`src/rtl/rs232_rx_if.sv`:
```
// Valid/ready byte stream from the UART receiver to the command/telemetry consumer.
// The receiver drives the master side; the consumer drives rx_ready.
interface rs232_rx_if;
    logic [7:0] rx_data;
    logic       rx_valid;
    logic       rx_ready;

    modport master (output rx_data, output rx_valid, input rx_ready);
    modport slave  (input rx_data, input rx_valid, output rx_ready);
endinterface

```
`src/rtl/rs232_rx.sv`:
```
// 8N1 UART receiver: 16x oversampling with 3-sample majority vote per bit,
// followed by a small FIFO that feeds a valid/ready byte stream.
module rs232_rx #(
    parameter int CLK_HZ     = 48_000_000,
    parameter int BAUD       = 115200,
    parameter int FIFO_DEPTH = 4
) (
    input  logic                          clk,
    input  logic                          reset,
    input  logic                          rx232,
    rs232_rx_if.master                    rx_if,
    output logic                          frame_err,
    output logic                          overrun,
    output logic                          rx_busy,
    output logic [$clog2(FIFO_DEPTH):0]   fifo_level
);
    localparam int DIV = CLK_HZ / (BAUD * 16);
    localparam int PW  = $clog2(DIV) + 1;
    localparam int AW  = $clog2(FIFO_DEPTH);
    localparam int LW  = AW + 1;

    typedef enum logic [2:0] {IDLE, START, DATA, STOP, BRK} state_t;

    logic          s1_q, s2_q, prev_q, armed_q;
    logic [1:0]    warm_q;
    state_t        state_q, state_d;
    logic [PW-1:0] presc_q, presc_d;
    logic [3:0]    tcnt_q, tcnt_d;
    logic [2:0]    bit_q, bit_d;
    logic [1:0]    samp_q, samp_d;
    logic [7:0]    shift_q, shift_d;
    logic [7:0]    mem [FIFO_DEPTH];
    logic [AW-1:0] wptr_q, wptr_d, rptr_q, rptr_d;
    logic [LW-1:0] level_q, level_d, remain;
    logic [7:0]    rx_data_q, rx_data_d;
    logic          rx_valid_q, ferr_q, ferr_d, ovr_q, ovr_d, busy_q;
    logic          tick, fall, decide, maj, push_req, do_push, do_pop, full;

    always_comb begin
        tick     = (presc_q == PW'(DIV - 1));
        fall     = armed_q & prev_q & ~s2_q;
        decide   = tick & (tcnt_q == 4'd9);
        maj      = (samp_q[0] & samp_q[1]) | (samp_q[0] & s2_q) | (samp_q[1] & s2_q);
        state_d  = state_q;
        bit_d    = bit_q;
        shift_d  = shift_q;
        samp_d   = samp_q;
        push_req = 1'b0;
        ferr_d   = 1'b0;
        presc_d  = tick ? '0 : presc_q + PW'(1);
        tcnt_d   = tick ? tcnt_q + 4'd1 : tcnt_q;
        if (tick && tcnt_q == 4'd7) samp_d[0] = s2_q;
        if (tick && tcnt_q == 4'd8) samp_d[1] = s2_q;

        case (state_q)
            IDLE:  if (fall) state_d = START;
            START: if (decide) begin
                       state_d = maj ? IDLE : DATA;
                       bit_d   = '0;
                   end
            DATA:  if (decide) begin
                       shift_d = {maj, shift_q[7:1]};
                       bit_d   = bit_q + 3'd1;
                       if (bit_q == 3'd7) state_d = STOP;
                   end
            STOP:  if (decide) begin
                       if (maj) begin
                           push_req = 1'b1;
                           state_d  = IDLE;
                       end else begin
                           ferr_d  = 1'b1;
                           state_d = BRK;
                       end
                   end
            BRK:   if (s2_q) state_d = IDLE;
            default: state_d = IDLE;
        endcase
        // Bit timing restarts from zero on every start edge
        if (state_q == IDLE || state_d == IDLE) begin
            presc_d = '0;
            tcnt_d  = '0;
        end

        do_pop  = rx_valid_q & rx_if.rx_ready;
        full    = (level_q == LW'(FIFO_DEPTH));
        do_push = push_req & (~full | do_pop);
        ovr_d   = push_req & full & ~do_pop;
        wptr_d  = wptr_q + AW'(do_push);
        rptr_d  = rptr_q + AW'(do_pop);
        level_d = level_q + LW'(do_push) - LW'(do_pop);
        remain  = level_q - LW'(do_pop);
        // Head register: bypass the incoming byte when the FIFO would otherwise be empty
        rx_data_d = rx_data_q;
        if (remain == '0 && do_push) rx_data_d = shift_q;
        else if (remain != '0)       rx_data_d = mem[rptr_d];
    end

    always_ff @(posedge clk) begin
        if (reset) begin
            s1_q       <= 1'b1;
            s2_q       <= 1'b1;
            prev_q     <= 1'b1;
            warm_q     <= '0;
            armed_q    <= 1'b0;
            state_q    <= IDLE;
            presc_q    <= '0;
            tcnt_q     <= '0;
            bit_q      <= '0;
            wptr_q     <= '0;
            rptr_q     <= '0;
            level_q    <= '0;
            rx_data_q  <= '0;
            rx_valid_q <= 1'b0;
            ferr_q     <= 1'b0;
            ovr_q      <= 1'b0;
            busy_q     <= 1'b0;
        end else begin
            s1_q       <= rx232;
            s2_q       <= s1_q;
            prev_q     <= s2_q;
            // A line held low across reset must go high before a start is accepted
            warm_q     <= {warm_q[0], 1'b1};
            armed_q    <= armed_q | (warm_q[1] & s2_q);
            state_q    <= state_d;
            presc_q    <= presc_d;
            tcnt_q     <= tcnt_d;
            bit_q      <= bit_d;
            wptr_q     <= wptr_d;
            rptr_q     <= rptr_d;
            level_q    <= level_d;
            rx_data_q  <= rx_data_d;
            rx_valid_q <= (level_d != '0);
            ferr_q     <= ferr_d;
            ovr_q      <= ovr_d;
            busy_q     <= (state_d != IDLE);
        end
    end

    always_ff @(posedge clk) begin
        samp_q  <= samp_d;
        shift_q <= shift_d;
        if (do_push) mem[wptr_q] <= shift_q;
    end

    assign rx_if.rx_data  = rx_data_q;
    assign rx_if.rx_valid = rx_valid_q;
    assign frame_err      = ferr_q;
    assign overrun        = ovr_q;
    assign rx_busy        = busy_q;
    assign fifo_level     = level_q;
endmodule

```
`src/flat_wrapper.sv`:
```
// flat-port wrapper written by rule: the top's interface ports become plain ports
module rs232_rx_flat 
#(
    parameter int CLK_HZ     = 48_000_000,
    parameter int BAUD       = 115200,
    parameter int FIFO_DEPTH = 4
)
  (clk, reset, rx232, frame_err, overrun, rx_busy, fifo_level, rx_if_rx_data, rx_if_rx_valid, rx_if_rx_ready);
  rs232_rx_if rx_if_i ();
  input  logic clk;
  input  logic reset;
  input  logic rx232;
  output logic frame_err;
  output logic overrun;
  output logic rx_busy;
  output logic [$clog2(FIFO_DEPTH):0] fifo_level;
  output wire logic [$bits(rx_if_i.rx_data)-1:0] rx_if_rx_data;
  output wire logic [$bits(rx_if_i.rx_valid)-1:0] rx_if_rx_valid;
  input wire logic [$bits(rx_if_i.rx_ready)-1:0] rx_if_rx_ready;
  assign rx_if_rx_data = rx_if_i.rx_data;
  assign rx_if_rx_valid = rx_if_i.rx_valid;
  assign rx_if_i.rx_ready = rx_if_rx_ready;
  rs232_rx #(.CLK_HZ(CLK_HZ), .BAUD(BAUD), .FIFO_DEPTH(FIFO_DEPTH)) u_core (.clk(clk), .reset(reset), .rx232(rx232), .rx_if(rx_if_i), .frame_err(frame_err), .overrun(overrun), .rx_busy(rx_busy), .fifo_level(fifo_level));
endmodule
```
`config.mk`:
```
export PLATFORM = sky130hd
export DESIGN_NAME = rs232_rx_flat
export DESIGN_NICKNAME = d
export VERILOG_FILES = /design/src/rtl/rs232_rx_if.sv /design/src/rtl/rs232_rx.sv /design/src/flat_wrapper.sv
export SDC_FILE = /design/constraint.sdc
export NUM_CORES = 1
export LEC_CHECK = 0
export CELL_PAD_IN_SITES_DETAIL_PLACEMENT = 0
export CELL_PAD_IN_SITES_GLOBAL_PLACEMENT = 1
export CORE_UTILIZATION = 25
export DETAILED_ROUTE_END_ITERATION = 6
export PLACE_DENSITY_LB_ADDON = 0.1
export SETUP_SLACK_MARGIN = 0.1
export SYNTH_ARGS = -nofsm -noshare
export SYNTH_HDL_FRONTEND = slang
export SYNTH_SLANG_ARGS = --single-unit
```
`constraint.sdc`:
```
create_clock -name clk -period 3.7 [get_ports clk]
set_input_delay 0.74 -clock clk [delete_from_list [all_inputs] [get_ports clk]]
set_output_delay 0.74 -clock clk [all_outputs]
set_load 0.03 [all_outputs]
```
==> results of run 1 <==
[routing by layer]
metal	share of wire (%)	up-vias	GRT usage, %	wire, um
met1	51	941	14.1	3330
met4	2.7	0	6.49	179
met5	0	-	0	0
met3	2.5	13	2.52	163
li1	-	959	-	-
met2	44	19	15.6	2870
[metrics by stage]
stage	cell area (um^2)	hold slack, ns	utilization, %
floorplan	3340	0.389	-
global placement	3750	0.405	29.2
detailed placement	3750	0.393	29.2
CTS	4040	0.412	31.5
global route	4040	0.421	31.5
finish	4040	0.409	31.5
[final cells by class]
type / count / area share [%]
repair buffers: 26 / 5.95
clock inverters: 6 / 1.58
clock buffers: 10 / 5.67
inverters: 13 / 1.21
well taps: 172 / 5.33
flip-flops and latches: 83 / 51.5
multi-input cells: 141 / 28.7
[cells in the final DEF (no fill, tap or decap), types with 2 or more instances in the layout]
| cell type | synthesis | routed |
|---|---|---|
| edfxtp_1 | 42 | 42 |
| dfxtp_1 | 41 | 41 |
| clkdlybuf4s50_1 | 0 | 18 |
| nor3_1 | 15 | 15 |
| nor2_1 | 13 | 13 |
| ha_1 | 13 | 13 |
| inv_1 | 11 | 11 |
| a21oi_1 | 11 | 11 |
| mux2i_1 | 9 | 9 |
| clkbuf_16 | 0 | 9 |
| mux4_2 | 8 | 8 |
| o21ai_0 | 8 | 8 |
| buf_4 | 1 | 8 |
| xor2_1 | 7 | 7 |
| nor2b_1 | 6 | 6 |
| xnor2_1 | 6 | 6 |
| and2_1 | 5 | 5 |
| nand4_1 | 4 | 4 |
| or2_2 | 4 | 4 |
| nand2_1 | 3 | 3 |
| and3_1 | 3 | 3 |
| nor3b_1 | 3 | 3 |
| nand3_1 | 3 | 3 |
| and4b_1 | 2 | 2 |
| a22oi_1 | 2 | 2 |
| clkinvlp_4 | 0 | 2 |
| clkinv_2 | 0 | 2 |
[synth_stat cells (2+ instances only)]
library cell   n
nor3b_1        3
nand4_1        4
dfxtp_1       41
inv_1         11
ha_1          13
and4b_1        2
a21oi_1       11
or2_2          4
edfxtp_1      42
xnor2_1        6
nor3_1        15
a22oi_1        2
nand2_1        3
nor2b_1        6
clkbuf_1       5
and3_1         3
nor2_1        13
o21ai_0        8
nand3_1        3
xor2_1         7
mux2i_1        9
mux4_2         8
and2_1         5
[sequential cells by signal, indices dropped and copies added, names as in the netlist, 2 cells and up]
signal and flops:
u_core.wptr_q 2, u_core.bit_q 3, u_core.shift_q 8, u_core.fifo_level 3, u_core.mem 32, u_core.state_q 3
u_core.warm_q 2, u_core.presc_q 6, u_core.samp_q 2, u_core.rx_if.rx_data 8, u_core.rptr_q 2, u_core.tcnt_q 4
[power breakdown]
group,internal [uW],switching (uW)
Clock,523,360
Combinational,8.17,12.0
Sequential,961,2.45
Total,1490,375
[cells by family after synthesis]
| logic type | after synthesis | synth area share, % |
|---|---|---|
| DFF | 83 | 62.4 |
| buffers and inverters | 22 | 2.85 |
| adders and majority gates | 15 | 5.77 |
| muxes | 17 | 8.10 |
| AOI/OAI and AO/OA | 27 | 5.36 |
| xor gates and xnor gates | 13 | 3.41 |
| and+or+nand+nor | 69 | 12.1 |
[how the worst max path moves through the flow]
stage	startpoint	to	slack (ns)	depth (start not counted)
floorplan	rx_if_rx_ready	u_core.mem[1][0]	1.11	6
global placement	rx_if_rx_ready	u_core.rx_if.rx_data[5]	0.80	7
detailed placement	rx_if_rx_ready	u_core.rx_if.rx_data[6]	0.80	7
CTS	rx_if_rx_ready	u_core.rx_if.rx_data[6]	1.15	7
global route	rx_if_rx_ready	u_core.rx_if.rx_data[6]	0.94	7
finish	rx_if_rx_ready	u_core.rx_if.rx_data[6]	1.19	7
==> out/results.tsv, run 1 <==
stage	metric	value	unit
min_path	Cells on Worst Hold Path	1	
floorplanning	I/O Pins	19	
synth	Mapped Cells	246	
status	outcome	complete, no violations	
route	Final ANT Viol Nets	0	
power_and_ir_drop	Peak supply drop	0.165	mV
synth	cell area after synthesis	3340	um^2
sta	fmax	398	MHz
worst_setup_path	CP Buf/Inv Count	2	
min_path	WHS Endpoint	u_core.s2_q	
global_route	gr ovfl total	0	
synth	number of enable flip-flop cells after synthesis	42	
synth	Mean Syn Cell Area	13.6	um^2
sta	Final setup viols	0	
final_layout	area delta synth->final	21.0	%
cts	CTS tree	built	
synth	Seq cells post-synth	83	
sta	Clock Skews	0.00652	ns
synth	Netlist cell types	45	
synth	Syn Nets	264	
floorplanning	die width	118	um
worst_setup_path	Critical Path Fanout Max	9	
place	Port-buffer cells	18	
cts	Root Driver	clkbuf_16	
power_and_ir_drop	Power Density	462	nW/um^2
floorplanning	Die Ht	118	um
worst_setup_path	startpoint types	input port	
sta	RSZ-0062 raised after global routing	no	
sta	Final min period	2.51	ns
global_route	first-pass GRT wire length	11000	um
worst_setup_path	CP cell instances	clkdlybuf4s50_1, nand2_1, inv_1, ha_1, mux4_2, o21ai_0, a21oi_1	
floorplanning	core area	12800	um^2
cts	H-tree levels	3	
final_layout	Multi-input gate area	1160	um^2
place	Final Wtd Congestion	0.651	
worst_setup_path	critical path required time	3.92	ns
synth	Post-synth ARST share	0	%
place	pre-CTS WS	0.796	ns
place	placed wire-length estimate	4240	um
worst_setup_path	r2r endpoint	u_core.rx_if.rx_valid	
min_path	hold path start	u_core.s1_q	
global_route	All-Layer GR Usage	10.6	%
sta	Sum Neg Setup Slack	0	ns
route	1st-iter DRT viols	57	
power_and_ir_drop	Pleak	0.00140	uW
floorplanning	Initial Utilization	26.0	%
final_layout	Reg area	2080	um^2
synth	Most used DFF post-synth	edfxtp_1	
cts	clock transition at the registers of the reported paths	0.06	ns
sta	Slew Limit Fails	0	
global_route	antenna violations before repair	0	
sta	Max-Slew Margin vs Limit	60.5	%
worst_setup_path	CP delay by family, top	adder cells	
route	final wirelength	6550	um
final_layout	Layout Nets	292	
floorplanning	row cnt	41	
route	WL/cell	14.5	um
worst_setup_path	reg2reg start	u_core.tcnt_q[0]	
route	TritonRoute pass-1 iters	4	
worst_setup_path	CP max stage cell	ha_1	
cts	clk buf depth	2	
power_and_ir_drop	total power	1870	uW
route	vias per cell	4.28	
synth	Seq/Total Area, Yosys	62.4	%
route	drt drc	0	
route	Vias	1932	
synth	top cells by area, synth	edfxtp_1, dfxtp_1, mux4_2, ha_1, mux2i_1	
sta	Fin. Hold Viols	0	
min_path	Tightest Hold Check Type	reg2reg	
cts	total clock sinks	83	
sta	setup ws final	1.19	ns
synth	cell taking the most area after synthesis	edfxtp_1	
final_layout	Final Non-Filler Cells	451	
worst_setup_path	slowest cell delay on critical path	0.66	ns
place	DP Cell Count	435	
worst_setup_path	critical path class	in2reg	
global_route	vias in the first global route	2000	
final_layout	Filler cells	1304	
sta	Worst Max-Slew Pin Slew	0.593	ns
run	# Max-Cap Violations	0	
cts	PostCTS Resize Cnt	0	
worst_setup_path	Reg2Reg Depth	9	
worst_setup_path	worst reg2reg setup slack	1.28	ns
cts	Num CTS Buffers	9	
sta	crit share post-route	67.9	%
final_layout	layout cell share with drive strength beyond 1	14.7	%
synth	Yosys warnings	0	
cts	later-pin clock latency in the skew report	0.34	ns
worst_setup_path	Worst Path Arrival	2.74	ns
synth	Synth top area share	37.8	%
floorplanning	die area	13800	um^2
global_route	largest net degree at the start of global routing	17	
final_layout	# diodes	0	
worst_setup_path	critical path capture point type	register	
cts	setup bufs post-CTS	0	
cts	hold_buf cts	0	
(Power assumes the default switching activity.)
==> run 2: changes to the inputs <==
==> constraint.sdc (replaced) <==
create_clock -name clk -period 2.46 [get_ports clk]
set_input_delay 0.492 -clock clk [delete_from_list [all_inputs] [get_ports clk]]
set_output_delay 0.492 -clock clk [all_outputs]
set_load 0.03 [all_outputs]
==> run 2 against run 1 <==
Against the previous run:
- sequential cell count is the same
- clock-buffer cell count decreased by 1
- design area up 4.6%
- clock power increased by 57%
- critical path type is now reg2reg
- largest power group unchanged
- first-iteration DRC count grew 130%
- wire length rose by 0.95%
==> out/results.tsv, run 2 (synthesis gave the netlist of run 1 again) <==
stage	metric	value	unit
status	outcome	complete, no violations	
worst_setup_path	CP startpoint	u_core.tcnt_q[1]	
cts	later-pin clock latency in the skew report	0.34	ns
worst_setup_path	critical path class	reg2reg	
global_route	largest net degree at the start of global routing	18	
route	vias per cell	4.23	
min_path	hold path start	u_core.s1_q	
final_layout	layout cell share with drive strength beyond 1	22.6	%
worst_setup_path	CP delay by family, top	simple AND/OR/NAND/NOR gates	
route	1st-iter DRT viols	130	
cts	CTS tree	built	
final_layout	area delta synth->final	26.5	%
route	drt drc	0	
cts	Root Driver	clkbuf_16	
cts	clock transition at the registers of the reported paths	0.07	ns
route	Final ANT Viol Nets	0	
final_layout	commonest non-fill, non-tap cell in the layout	edfxtp_1	
worst_setup_path	CP cell instances	inv_2, ha_2, and4b_1, nand4_2, or3b_4, inv_4, ha_4, fa_2, nor2_1, a21oi_1	
place	Final Wtd Congestion	0.681	
sta	Fin. Hold Viols	0	
worst_setup_path	critical path capture point type	register	
power_and_ir_drop	Switching Fraction	21.2	%
sta	crit share post-route	91.5	%
route	Vias	1963	
floorplanning	die area	13800	um^2
floorplanning	die width	118	um
sta	Worst Max-Slew Pin Slew	0.434	ns
global_route	All-Layer GR Usage	10.9	%
cts	hold_buf cts	0	
floorplanning	Initial Utilization	26.0	%
cts	H-tree levels	3	
route	WL/cell	14.3	um
place	placed wire-length estimate	4440	um
power_and_ir_drop	Sequential Power Share	50.4	%
floorplanning	Die Ht	118	um
sta	Clock Skews	0.0103	ns
worst_setup_path	Critical Path Fanout Max	3	
final_layout	Finished Cell Area	4220	um^2
global_route	antenna violations before repair	0	
sta	Final setup viols	0	
worst_setup_path	CP max stage cell	or3b_4	
place	placed instance area	3890	um^2
worst_setup_path	reg2reg start	u_core.tcnt_q[1]	
power_and_ir_drop	combinational group share of total power	1.1	%
worst_setup_path	startpoint types	register	
sta	fmax	444	MHz
power_and_ir_drop	Pleak	0.00148	uW
worst_setup_path	CP Buf/Inv Count	2	
route	final wirelength	6610	um
cts	clk buf depth	2	
floorplanning	I/O Pins	19	
floorplanning	row cnt	41	
final_layout	# diodes	0	
final_layout	register with the most flip-flops	u_core.mem	
worst_setup_path	slowest cell delay on critical path	0.45	ns
sta	Slew Limit Fails	0	
cts	Num CTS Buffers	9	
final_layout	max reg flops	32	
cts	total clock sinks	83	
global_route	gr ovfl total	0	
global_route	first-pass GRT wire length	11200	um
power_and_ir_drop	total power	2870	uW
power_and_ir_drop	Internal	2260	uW
worst_setup_path	critical path required time	2.69	ns
route	TritonRoute pass-1 iters	4	
power_and_ir_drop	Peak supply drop	0.528	mV
power_and_ir_drop	Power Density	680	nW/um^2
final_layout	Layout Nets	305	
place	Port-buffer cells	18	
power_and_ir_drop	clock network power share	48.5	%
run	# Max-Cap Violations	0	
worst_setup_path	Worst Path Arrival	2.48	ns
sta	RSZ-0062 raised after global routing	yes	
final_layout	most frequent cells in the layout	edfxtp_1, dfxtp_1, clkdlybuf4s50_1, buf_4, nor3_1	
floorplanning	core area	12800	um^2
power_and_ir_drop	Net Sw Power	609	uW
sta	Final min period	2.25	ns
min_path	Tightest Hold Check Type	reg2reg	
sta	Max-Slew Margin vs Limit	71.1	%
global_route	vias in the first global route	2055	
[run 2: through the flow]
stage / cells / utilization [%] / TNS [ns] / hold slack [ns] / worst slack, ns
finish: 464 / 32.9 / 0 / 0.414 / 0.209
global route: 464 / 32.9 / 0 / 0.423 / 0.0915
CTS: 464 / 32.8 / 0 / 0.418 / 0.169
detailed placement: 448 / 30.4 / -0.0717 / 0.401 / -0.0412
global placement: 448 / 30.4 / -0.126 / 0.395 / -0.0258
floorplan: 246 / - / 0 / 0.389 / 0.101
[run 2: cell type report]
class / count / area [um^2]
clock buffer: 9 / 225
clock inverter: 7 / 83.8
fill: 1283 / 8600
inverter: 13 / 51.3
multi-input combinational: 141 / 1200
sequential: 83 / 2090
tap: 172 / 215
timing repair buffer: 39 / 367
[run 2: repair_timing]
| item | CTS | global route |
|---|---|---|
| resized for setup | 0 | 5 |
| buffers inserted | 0 | 0 |
| setup endpoints to repair | 0 | 8 |
[run 2: power groups by stage]
| stage | Sequential [uW] | Clock [uW] | Combinational [uW] |
|---|---|---|---|
| 2_1_floorplan | 1480 | 0 | 18.8 |
| 3_3_place_gp | 1480 | 0 | 34.6 |
| 3_5_place_dp | 1480 | 0 | 34.2 |
| 4_1_cts | 1450 | 1440 | 34.4 |
| 5_1_grt | 1450 | 1490 | 37.9 |
| 6_report | 1450 | 1390 | 32.9 |
[run 2: per-layer routing]
metal  GRT usage [%]  up-vias  part of all wire [%]
met3            4.36        6                   3.1
met1            14.3      958                    49
met5               0        -                     0
met4            4.09        0                   1.6
li1                -      977                     -
met2            16.1       22                    46
[run 2: path summary, 6_finish.rpt]
path / slack, ns / end / depth (start not counted)
hold / removal: 0.41 / u_core.s2_q / 1
hold reg to reg: 0.41 / u_core.s2_q / 1
setup / recovery: 0.21 / u_core.rx_if.rx_valid / 10
setup reg to reg: 0.21 / u_core.rx_if.rx_valid / 10
